===== config.mk =====
export PLATFORM = sky130hd
export DESIGN_NAME = host_csr_fifo_bank
export DESIGN_NICKNAME = d
export VERILOG_FILES = /design/src/rtl/host_csr_fifo_bank.sv
export SDC_FILE = /design/constraint.sdc
export NUM_CORES = 1
export LEC_CHECK = 0
export ABC_AREA = 1
export ABC_CLOCK_PERIOD_IN_PS = 19600
export CORE_MARGIN = 5
export CORE_UTILIZATION = 61
export CTS_CLUSTER_DIAMETER = 50
export DETAILED_ROUTE_END_ITERATION = 7
export GPL_TIMING_DRIVEN = 0
export PLACE_DENSITY = 0.9
export SETUP_SLACK_MARGIN = 0.02
export SYNTH_ARGS = -nofsm -noshare
export SYNTH_HDL_FRONTEND = slang
export SYNTH_SLANG_ARGS = --single-unit

===== constraint.sdc =====
create_clock -name clk_i -period 19.6 [get_ports clk_i]
set_input_delay 5.88 -clock clk_i [delete_from_list [all_inputs] [get_ports clk_i]]
set_output_delay 5.88 -clock clk_i [all_outputs]
set_load 0.01 [all_outputs]

===== src/rtl/host_csr_fifo_bank.sv =====
// rtl/host_csr_fifo_bank.sv - host CSR target: RW control registers plus PS->PL and PL->PS FIFOs
//
// Purpose: sits downstream of the AXI-Lite client adaptor. It accepts one request at a time and
// returns exactly one response per request. The response is valid one cycle after the request is
// accepted.
//
// Ports:
//   clk_i, reset_i                      clock and asynchronous active-high reset
//   v_i/ready_and_o, addr_i, wr_en_i,   request stream; the byte address is decoded on addr_i[11:0]
//   data_size_i, wdata_i
//   v_o/ready_and_i, rdata_o            response stream; rdata_o is 0 on write responses
//   regs_o                              control register contents, reg0 in the LSBs
//   pl_v_o, pl_data_o, pl_yumi_i        head of the PS->PL FIFO and its dequeue strobe
//   pl_v_i, pl_data_i, pl_ready_and_o   enqueue side of the PL->PS FIFO
//
// Optional build macro: HOST_CSR_BANK_CYCLE_CTR_EN adds a 64-bit cycle counter at 0x118/0x11C.
module host_csr_fifo_bank #(
    parameter int data_width_p = 32,
    parameter int addr_width_p = 32,
    parameter int num_regs_p   = 4,
    parameter int fifo_els_p   = 8
) (
    input  logic                               clk_i,
    input  logic                               reset_i,
    input  logic                               v_i,
    output logic                               ready_and_o,
    input  logic [addr_width_p-1:0]            addr_i,
    input  logic                               wr_en_i,
    input  logic [1:0]                         data_size_i,
    input  logic [data_width_p-1:0]            wdata_i,
    output logic                               v_o,
    input  logic                               ready_and_i,
    output logic [data_width_p-1:0]            rdata_o,
    output logic [num_regs_p*data_width_p-1:0] regs_o,
    output logic                               pl_v_o,
    output logic [data_width_p-1:0]            pl_data_o,
    input  logic                               pl_yumi_i,
    input  logic                               pl_v_i,
    input  logic [data_width_p-1:0]            pl_data_i,
    output logic                               pl_ready_and_o
);
    localparam int bytes_lp = data_width_p / 8;
    localparam int cnt_w_lp = $clog2(fifo_els_p + 1);
    localparam int ptr_w_lp = $clog2(fifo_els_p);
    localparam logic [cnt_w_lp-1:0] full_cnt_lp = cnt_w_lp'(fifo_els_p);

    typedef enum logic {e_ready, e_resp} state_e;
    state_e state_r, state_n;

    logic [11:0] a;
    logic        unused_addr;
    assign a           = addr_i[11:0];
    assign unused_addr = ^addr_i[addr_width_p-1:12];

    logic accept, wr_acc, rd_acc;
    assign ready_and_o = (state_r == e_ready);
    assign v_o         = (state_r == e_resp);
    assign accept      = v_i & ready_and_o;
    assign wr_acc      = accept & wr_en_i;
    assign rd_acc      = accept & ~wr_en_i;

    logic hit_ps_data, hit_ps_free, hit_pp_data, hit_pp_occ, hit_status;
    assign hit_ps_data = (a == 12'h100);
    assign hit_ps_free = (a == 12'h104);
    assign hit_pp_data = (a == 12'h108);
    assign hit_pp_occ  = (a == 12'h10C);
    assign hit_status  = (a == 12'h110);

    // FSM: one outstanding request, the response is held until the host takes it
    always_ff @(posedge clk_i or posedge reset_i) begin
        if (reset_i) state_r <= e_ready;
        else         state_r <= state_n;
    end

    always_comb begin
        state_n = state_r;
        case (state_r)
            e_ready: if (accept)      state_n = e_resp;
            e_resp:  if (ready_and_i) state_n = e_ready;
            default:                  state_n = e_ready;
        endcase
    end

    // Byte mask covering the low 2^data_size_i bytes; sizes wider than the bus saturate to all bytes
    logic [bytes_lp-1:0]     byte_mask;
    logic [data_width_p-1:0] wmask;
    always_comb begin
        byte_mask = '0;
        wmask     = '0;
        for (int b = 0; b < bytes_lp; b++) begin
            if (b < (1 << data_size_i)) byte_mask[b] = 1'b1;
            wmask[b*8 +: 8] = {8{byte_mask[b]}};
        end
    end

    // Control registers
    logic [data_width_p-1:0] regs_r [num_regs_p];
    always_ff @(posedge clk_i or posedge reset_i) begin
        if (reset_i) begin
            for (int i = 0; i < num_regs_p; i++) regs_r[i] <= '0;
        end else begin
            for (int i = 0; i < num_regs_p; i++)
                if (wr_acc && (a == 12'(4*i)))
                    regs_r[i] <= (regs_r[i] & ~wmask) | (wdata_i & wmask);
        end
    end

    for (genvar g = 0; g < num_regs_p; g++) begin : g_regs_o
        assign regs_o[g*data_width_p +: data_width_p] = regs_r[g];
    end

    // PS->PL FIFO: host writes enqueue, the PL dequeues with pl_yumi_i.
    // Fullness is judged on the count at cycle start, so a same-cycle dequeue never makes room.
    logic [data_width_p-1:0] ps_mem [fifo_els_p];
    logic [ptr_w_lp-1:0]     ps_wptr, ps_rptr;
    logic [cnt_w_lp-1:0]     ps_cnt;
    logic                    ps_enq, ps_deq, ps_ovf;
    assign ps_enq    = wr_acc & hit_ps_data & (ps_cnt != full_cnt_lp);
    assign ps_ovf    = wr_acc & hit_ps_data & (ps_cnt == full_cnt_lp);
    assign ps_deq    = pl_yumi_i & (ps_cnt != '0);
    assign pl_v_o    = (ps_cnt != '0);
    assign pl_data_o = pl_v_o ? ps_mem[ps_rptr] : '0;

    // PL->PS FIFO: the PL enqueues, host reads of 0x108 dequeue
    logic [data_width_p-1:0] pp_mem [fifo_els_p];
    logic [ptr_w_lp-1:0]     pp_wptr, pp_rptr;
    logic [cnt_w_lp-1:0]     pp_cnt;
    logic                    pp_enq, pp_deq, pp_unf;
    assign pl_ready_and_o = (pp_cnt != full_cnt_lp);
    assign pp_enq         = pl_v_i & pl_ready_and_o;
    assign pp_deq         = rd_acc & hit_pp_data & (pp_cnt != '0);
    assign pp_unf         = rd_acc & hit_pp_data & (pp_cnt == '0);

    always_ff @(posedge clk_i) begin
        if (ps_enq) ps_mem[ps_wptr] <= wdata_i;
        if (pp_enq) pp_mem[pp_wptr] <= pl_data_i;
    end

    // Pointers wrap naturally since the depth is a power of two
    always_ff @(posedge clk_i or posedge reset_i) begin
        if (reset_i) begin
            ps_wptr <= '0; ps_rptr <= '0; ps_cnt <= '0;
            pp_wptr <= '0; pp_rptr <= '0; pp_cnt <= '0;
        end else begin
            if (ps_enq) ps_wptr <= ps_wptr + 1'b1;
            if (ps_deq) ps_rptr <= ps_rptr + 1'b1;
            if (ps_enq && !ps_deq)      ps_cnt <= ps_cnt + 1'b1;
            else if (!ps_enq && ps_deq) ps_cnt <= ps_cnt - 1'b1;
            if (pp_enq) pp_wptr <= pp_wptr + 1'b1;
            if (pp_deq) pp_rptr <= pp_rptr + 1'b1;
            if (pp_enq && !pp_deq)      pp_cnt <= pp_cnt + 1'b1;
            else if (!pp_enq && pp_deq) pp_cnt <= pp_cnt - 1'b1;
        end
    end

    // Sticky error status; a new error event outranks a same-cycle clear
    logic [1:0] status_r, status_clr;
    assign status_clr = (wr_acc && hit_status) ? wdata_i[1:0] : 2'b00;
    always_ff @(posedge clk_i or posedge reset_i) begin
        if (reset_i) status_r <= 2'b00;
        else         status_r <= (status_r & ~status_clr) | {pp_unf, ps_ovf};
    end

`ifdef HOST_CSR_BANK_CYCLE_CTR_EN
    // High word is snapshotted on a low-word read so a low/high pair is coherent
    logic [63:0] ctr_r;
    logic [31:0] ctr_hi_snap_r;
    logic        hit_ctr_lo, hit_ctr_hi;
    assign hit_ctr_lo = (a == 12'h118);
    assign hit_ctr_hi = (a == 12'h11C);
    always_ff @(posedge clk_i or posedge reset_i) begin
        if (reset_i) begin
            ctr_r         <= '0;
            ctr_hi_snap_r <= '0;
        end else begin
            if (wr_acc && (hit_ctr_lo || hit_ctr_hi)) ctr_r <= '0;
            else                                      ctr_r <= ctr_r + 64'd1;
            if (rd_acc && hit_ctr_lo) ctr_hi_snap_r <= ctr_r[63:32];
        end
    end
`endif

    // Read data mux
    logic [data_width_p-1:0] rd_val;
    always_comb begin
        rd_val = '0;
        for (int i = 0; i < num_regs_p; i++)
            if (a == 12'(4*i)) rd_val = regs_r[i];
        if (hit_ps_free) rd_val = data_width_p'(full_cnt_lp - ps_cnt);
        if (hit_pp_data) rd_val = (pp_cnt != '0) ? pp_mem[pp_rptr] : '0;
        if (hit_pp_occ)  rd_val = data_width_p'(pp_cnt);
        if (hit_status)  rd_val = data_width_p'(status_r);
`ifdef HOST_CSR_BANK_CYCLE_CTR_EN
        if (hit_ctr_lo)  rd_val = data_width_p'(ctr_r[31:0]);
        if (hit_ctr_hi)  rd_val = data_width_p'(ctr_hi_snap_r);
`endif
    end

    logic [data_width_p-1:0] rdata_r;
    always_ff @(posedge clk_i or posedge reset_i) begin
        if (reset_i)     rdata_r <= '0;
        else if (accept) rdata_r <= wr_en_i ? '0 : rd_val;
    end
    assign rdata_o = rdata_r;

endmodule


==> summary.md, run 1 <==
| Metric | Value |
|---|---|
| Crit path buf inv count | `3` |
| Diodes inserted | `0` |
| Cell with the most instances after synthesis | `edfxtp_1` |
| Synthesis Warnings | `0` |
| CTS Buf Count | `70` |
| Chip Height | `228.4 um` |
| Reg2reg start | `v_o` |
| H-tree depth | `3` |
| Initial antenna violation count | `0` |
| Hold Path Class | `reg2reg` |
| RSZ-0062 raised after global routing | `false` |
| Most frequent cells after synthesis | `edfxtp_1 (512), nand2_1 (481), o21ai_0 (376)` |
| Worst Setup Start Kind | `flip-flop` |
| Worst-path fanout max | `10` |
| Synth area leader | `edfxtp_1` |
| Residual DRC count | `0` |
| Pins Over Slew Limit | `0` |
| Crit path max-delay family | `buffers and inverters` |
| Seq cells post-synth | `695` |
| Post-cts sizing count | `0` |
| Total global-route track usage | `0.3519` |
| Post-route setup TNS | `0 ns` |
| Fmax | `0.1047 GHz` |
| Global-route wire length before repair | `141100 um` |
| Vias per inst | `6.435` |
| Measured slew at the worst slew-check pin | `0.9718 ns` |
| Die area | `52180 um2` |
| Total overflow reported by the global router | `0` |
| Worst-path clk slew | `0.07 ns` |
| Net count, final | `3144` |
| Top sig layer | `met4` |
| Met2 Routed Length | `45840 um` |
| P&R area growth vs syn | `21.75%` |
| # hold bufs at CTS | `0` |
| Pwr Total | `3.950 mW` |
| Pre-antenna DRT Iters | `8` |
| DRT iter0 DRCs | `3641` |
| Setup CP Type | `reg2out` |
| Site Rows | `80` |
| Final std cells w/o fill | `3698` |
| Core Region | `47450 um2` |
| Syn Nets | `2759` |
| Path depth of the worst reg2reg path | `10` |
| Fill count | `2892` |
| HP Start | `rdata_o[15]` |
| Max rail drop VDD | `0.00008487 V` |
| Final GP Congestion | `0.9467` |
| P per Cell Area | `111.5 nW/um2` |
| Post-CTS Setup Inserts | `0` |
| Syn Inst Count | `2641` |
| Final period util | `0.4872` |
| IO Port Bufs | `280` |
| Starting density of the core | `0.6134` |
| Worst path max stage delay | `0.61 ns` |
| Top cells by area, synth | `edfxtp_1 (53%), dfrtp_1 (16%), o21ai_0 (6.5%)` |
| Root buf cell | `clkbuf_16` |
| Top cell type's share of synthesized area | `0.5283` |
| Post-DP HPWL | `64880 um` |
| Post-synth EDFFs | `512` |
| Worst hold endpoint | `rdata_o[15]` |
| Hold Crit Depth | `2` |
| Top-level I/O count | `301` |
| Vias in the first global route | `23890` |
| Mean post-synth cell area | `11.02 um2` |
| Die width | `228.4 um` |
| Fraction of layout cells with a size suffix above 1 | `0.08304` |
| Pleak | `13.61 nW` |
| Max stage delay cell, worst path | `clkdlybuf4s50_1` |
| Largest net degree at the start of global routing | `133` |
| Met3 WL | `12360 um` |
| Final Hold Fails | `0` |
| Critical Path Sink Type | `output pin` |
| Overall routed net length | `94820 um` |
| Layout Skew | `0.01843 ns` |
| DR vias | `23800` |
| Synth cell types | `41` |
| Setup violations, final | `0` |
| CTS tree | `yes` |
| Netlist Area Pre-Place | `29100 um2` |
| Wl on met1 | `30020 um` |
| Critical Path, Cell by Cell | `clkbuf_1 > clkbuf_1 > nor2_1 > nor2_1 > o21ai_0 > a31oi_1 > clkdlybuf4s50_1` |
| Slew HR | `0.3486` |
| Clk_lat worst skew | `0.61 ns` |
| Worst EP required | `13.72 ns` |
| WP data arrival | `3.67 ns` |
| R2r setup slk | `16.21 ns` |
| Avg WL per Cell | `25.64 um` |
| Ys flop type | `edfxtp_1` |
| Minimum clock period after layout | `9.549 ns` |
| Multi-input combinational cell area | `8025 um2` |
| R2R Path End | `ps_mem[5][11]` |
| Status | `finished, final reports clean` |
| DP Cell Count | `3569` |
| Routed Antenna Nets | `0` |
| CTS max path bufs | `3` |
| Sequential area share after synthesis | `0.6857` |
| Synth async-reset ratio | `0.2633` |
| Clock sinks | `695` |
| Seq. cell area | `19950 um2` |
| Max cap viols | `0` |
stage by stage:
step	hold slack (ns)	cell area [um2]	util	setup WS (ns)
after floorplan	0.4546	29100	-	8.748
after global placement	0.4690	32670	0.6887	6.404
after detailed placement	0.4641	33260	0.7011	10.23
after CTS	0.4867	35430	0.7468	10.21
after global routing	0.5045	35430	0.7468	10.03
final	0.4861	35430	0.7468	10.05
worst max path at each step:
| stage | cells past startpoint | start | end |
|---|---|---|---|
| 3_3_place_gp | 2 | reset_i | rdata_o[14] |
| 5_1_grt | 8 | ps_rptr[0] | pl_data_o[31] |
| 3_5_place_dp | 17 | addr_i[11] | pp_cnt[3] |
| 2_1_floorplan | 1 | reset_i | asynchronous set/reset pin |
| 4_1_cts | 7 | ps_rptr[0] | pl_data_o[0] |
| 6_report | 7 | ps_rptr[0] | pl_data_o[0] |
logic make-up after synthesis:
family | Yosys count | synth area share
xor gates and xnor gates | 13 | 0.003912
DFF | 695 | 0.6857
and+or+nand+nor | 1007 | 0.1437
buffers and inverters | 294 | 0.04201
adders and majority gates | 13 | 0.006105
AOI/OAI and AO/OA | 619 | 0.1186
tightest hold or removal path, delay by kind of cell, from the launching register on:
kind / cells / cell delay, ns
AND/OR/NAND/NOR: 2 / 0.12
flip-flops: 1 / 0.34
per-layer routing:
metal,vias up,global-route usage
li1,9970,-
met1,11310,0.4112
met2,2029,0.5892
met3,491,0.09752
met4,0,0.2027
met5,-,0
power breakdown:
group          total, mW  switching (mW)  internal, mW
Sequential          1.72          0.0375          1.68
Combinational      0.941           0.619         0.322
Clock               1.29           0.569         0.722
Total               3.95            1.23          2.72
cells in the final DEF (no fill, tap or decap), drive strengths merged, types with 32 or more instances in the layout:
cell           synthesis  final
a21oi                 32     32
a31oi                 32     32
buf                   56     89
clkbuf                95    192
clkdlybuf4s50          0    280
dfrtp                183    183
edfxtp               512    512
inv                  140    145
nand2                496    496
nand3                 91     91
nor2                 394    394
o21ai                427    427
o221ai                43     43
o22ai                 51     51
area by class of cell:
cell class / count / area share
Tap cell: 615 / 0.02172
Timing Repair Buffer: 313 / 0.09267
Clock inverter: 32 / 0.005403
Buffer: 151 / 0.01921
Multi-Input combinational cell: 1652 / 0.2265
Sequential cell: 695 / 0.5632
Inverter: 143 / 0.01550
Clock buffer: 97 / 0.05580
No activity file was read; power rests on OpenSTA's default activity.
==> run 2, diff against run 1 <==
- ABC_CLOCK_PERIOD_IN_PS: 19600 -> 7700
- CORE_UTILIZATION: 61 -> 51
- PLACE_DENSITY: 0.9 -> 0.81
- clock period: 19.6 -> 7.7 ns (I/O delays scaled with it)
==> run 2 against run 1 <==
  * Sequential share of layout area decreased by 0.84 points
  * Total power increased to 2.6 times the previous value
  * Wire length decreased by 2.3%
  * Critical path depth is 1 higher
==> summary.md, run 2 (synthesis gave the netlist of run 1 again) <==
| Metric | Value |
|---|---|
| RSZ-0062 raised after global routing | `false` |
| Setup violations, final | `0 (unchanged)` |
| Die area | `61940 um2 (+19%)` |
| Most common cell after layout, fill and taps aside | `edfxtp_1` |
| Status | `finished, final reports clean` |
| Total overflow reported by the global router | `0 (unchanged)` |
| Worst Setup Start Kind | `flip-flop` |
| Max rail drop VDD | `0.0002371 V (+180%)` |
| Critical Path, Cell by Cell | `inv_1 > clkbuf_1 > clkbuf_1 > nor2_1 > o22ai_1 > o21ai_0 > a31oi_1 > clkdlybuf4s50_1` |
| Minimum clock period after layout | `5.885 ns` |
| Fraction of layout cells with a size suffix above 1 | `0.09153 (+0.008491)` |
| Pre-antenna DRT Iters | `6 (-2)` |
| P per Cell Area | `288.0 nW/um2 (+160%)` |
| Worst EP required | `5.39 ns (-8.33 ns)` |
| Core Region | `56500 um2 (+19%)` |
| Die width | `248.9 um (+9.0%)` |
| P&R area growth vs syn | `23.59%` |
| CTS tree | `yes` |
| R2r setup slk | `4.60 ns (-11.61 ns)` |
| Post-CTS Setup Inserts | `0 (unchanged)` |
| Critical path's most frequent cell | `clkbuf_1` |
| CTS Buf Count | `74 (+5.7%)` |
| Vias per inst | `5.940 (-7.7%)` |
| Max cap viols | `0 (unchanged)` |
| H-tree depth | `3 (unchanged)` |
| Worst-path clk slew | `0.06 ns (about the same)` |
| Initial antenna violation count | `1 (+1)` |
| Pre-CTS setup slack | `1.875 ns (-8.356 ns)` |
| Total global-route track usage | `0.2885 (-0.06337)` |
| Routed Antenna Nets | `0 (unchanged)` |
| Reg2reg start | `v_o` |
| Top-level I/O count | `301 (unchanged)` |
| DRT iter0 DRCs | `3305 (-9.2%)` |
| Post-DP HPWL | `65540 um (+1.0%)` |
| Global-route wire length before repair | `137900 um (-2.3%)` |
| Slew HR | `0.3690 (+0.02035)` |
| Measured slew at the worst slew-check pin | `0.9466 ns (-0.02523 ns)` |
| Root buf cell | `clkbuf_16` |
| Setup ws final | `1.815 ns (-8.236 ns)` |
| Clock sinks | `695 (unchanged)` |
| Chip Height | `248.9 um (+9.0%)` |
| CTS max path bufs | `3 (unchanged)` |
| Vias in the first global route | `22890 (-4.2%)` |
| Residual DRC count | `0 (unchanged)` |
| Post-route setup TNS | `0 ns (unchanged)` |
| Clk_lat worst skew | `0.62 ns (about the same)` |
| Site Rows | `87 (+8.8%)` |
| Critical Path Sink Type | `output pin` |
| Hold_ws | `0.4811 ns (-0.004943 ns)` |
| WP data arrival | `3.57 ns (-0.10 ns)` |
| Final Hold Fails | `0 (unchanged)` |
| Fmax | `0.1699 GHz` |
| Max stage delay cell, worst path | `clkdlybuf4s50_1` |
| Pleak | `13.78 nW (+1.2%)` |
| # hold bufs at CTS | `0 (unchanged)` |
| Final GP Congestion | `0.9247 (-2.3%)` |
| HP Start | `rdata_o[28]` |
| Overall routed net length | `92660 um (-2.3%)` |
| Starting density of the core | `0.5151 (-0.09825)` |
| Largest net degree at the start of global routing | `132 (-0.75%)` |
| Final period util | `0.7643` |
| Net count, final | `3148 (+0.13%)` |
| Worst path max stage delay | `0.61 ns (about the same)` |
| Worst-path fanout max | `10 (unchanged)` |
| Pins Over Slew Limit | `0 (unchanged)` |
| Critical Path Source | `ps_rptr[0]` |
| DR vias | `22870 (-3.9%)` |
| Hold Path Class | `reg2reg` |
| Post-cts sizing count | `0 (unchanged)` |
| Setup CP Type | `reg2out` |
| IO Port Bufs | `280 (unchanged)` |
| Avg WL per Cell | `24.07 um (-6.1%)` |
| Layout Skew | `0.02458 ns (+0.006142 ns)` |
| Commonest non-fill, non-tap cells in the layout | `edfxtp_1 (512), nand2_1 (481), o21ai_0 (376), nor2_1 (365), clkdlybuf4s50_1 (280)` |
run 2: per-stage QoR:
step	util	std cells	area [um2]	power [mW]
floorplan	-	2641	29100	5.612
global placement	0.5815	3677	32850	6.545
detailed placement	0.5920	3710	33450	6.690
CTS	0.6365	3848	35960	10.34
global route	0.6365	3848	35960	10.72
finish	0.6366	3850	35970	10.36
run 2: path summary, 6_finish.rpt:
path / to / depth (start not counted)
max: pl_data_o[0] / 8
min: rdata_o[28] / 2
max reg2reg: ps_mem[0][10] / 8
min reg2reg: rdata_o[28] / 2
max in group asynchronous: rdata_o[10] / 3
min in group asynchronous: asynchronous set/reset pin / 2
run 2: power by group:
part	switching (mW)	leakage, nW	total [mW]	internal [mW]
clock network	1.54	1.23	3.67	2.13
registers	0.0895	7.01	4.37	4.28
logic	1.50	5.54	2.32	0.823
total	3.13	13.8	10.4	7.23
run 2: area by class of cell:
cell class / count / area [um2]
fill: 4088 / 20530
timing repair buffer: 313 / 3291
buffer: 151 / 680.7
tap: 756 / 945.9
clock buffer: 88 / 1966
multi-input combinational: 1652 / 8025
clock inverter: 50 / 550.5
antenna: 2 / 5.005
inverter: 143 / 549.3
sequential: 695 / 19950
run 2: critical path, delay by kind of cell (launching register included):
family	cells	cell delay, ns
buffers and inverters	4	1.66
flip-flops	1	0.45
AND/OR/NAND/NOR	1	0.11
AO/OA/AOI/OAI	3	0.73
run 2: metal layers:
| layer | track usage | share of wire | vias up |
|---|---|---|---|
| met2 | 0.4985 | 0.49 | 1507 |
| met4 | 0.1012 | 0.041 | 0 |
| li1 | - | - | 9982 |
| met3 | 0.07162 | 0.12 | 292 |
| met1 | 0.3563 | 0.35 | 11090 |
| met5 | 0 | 0 | - |
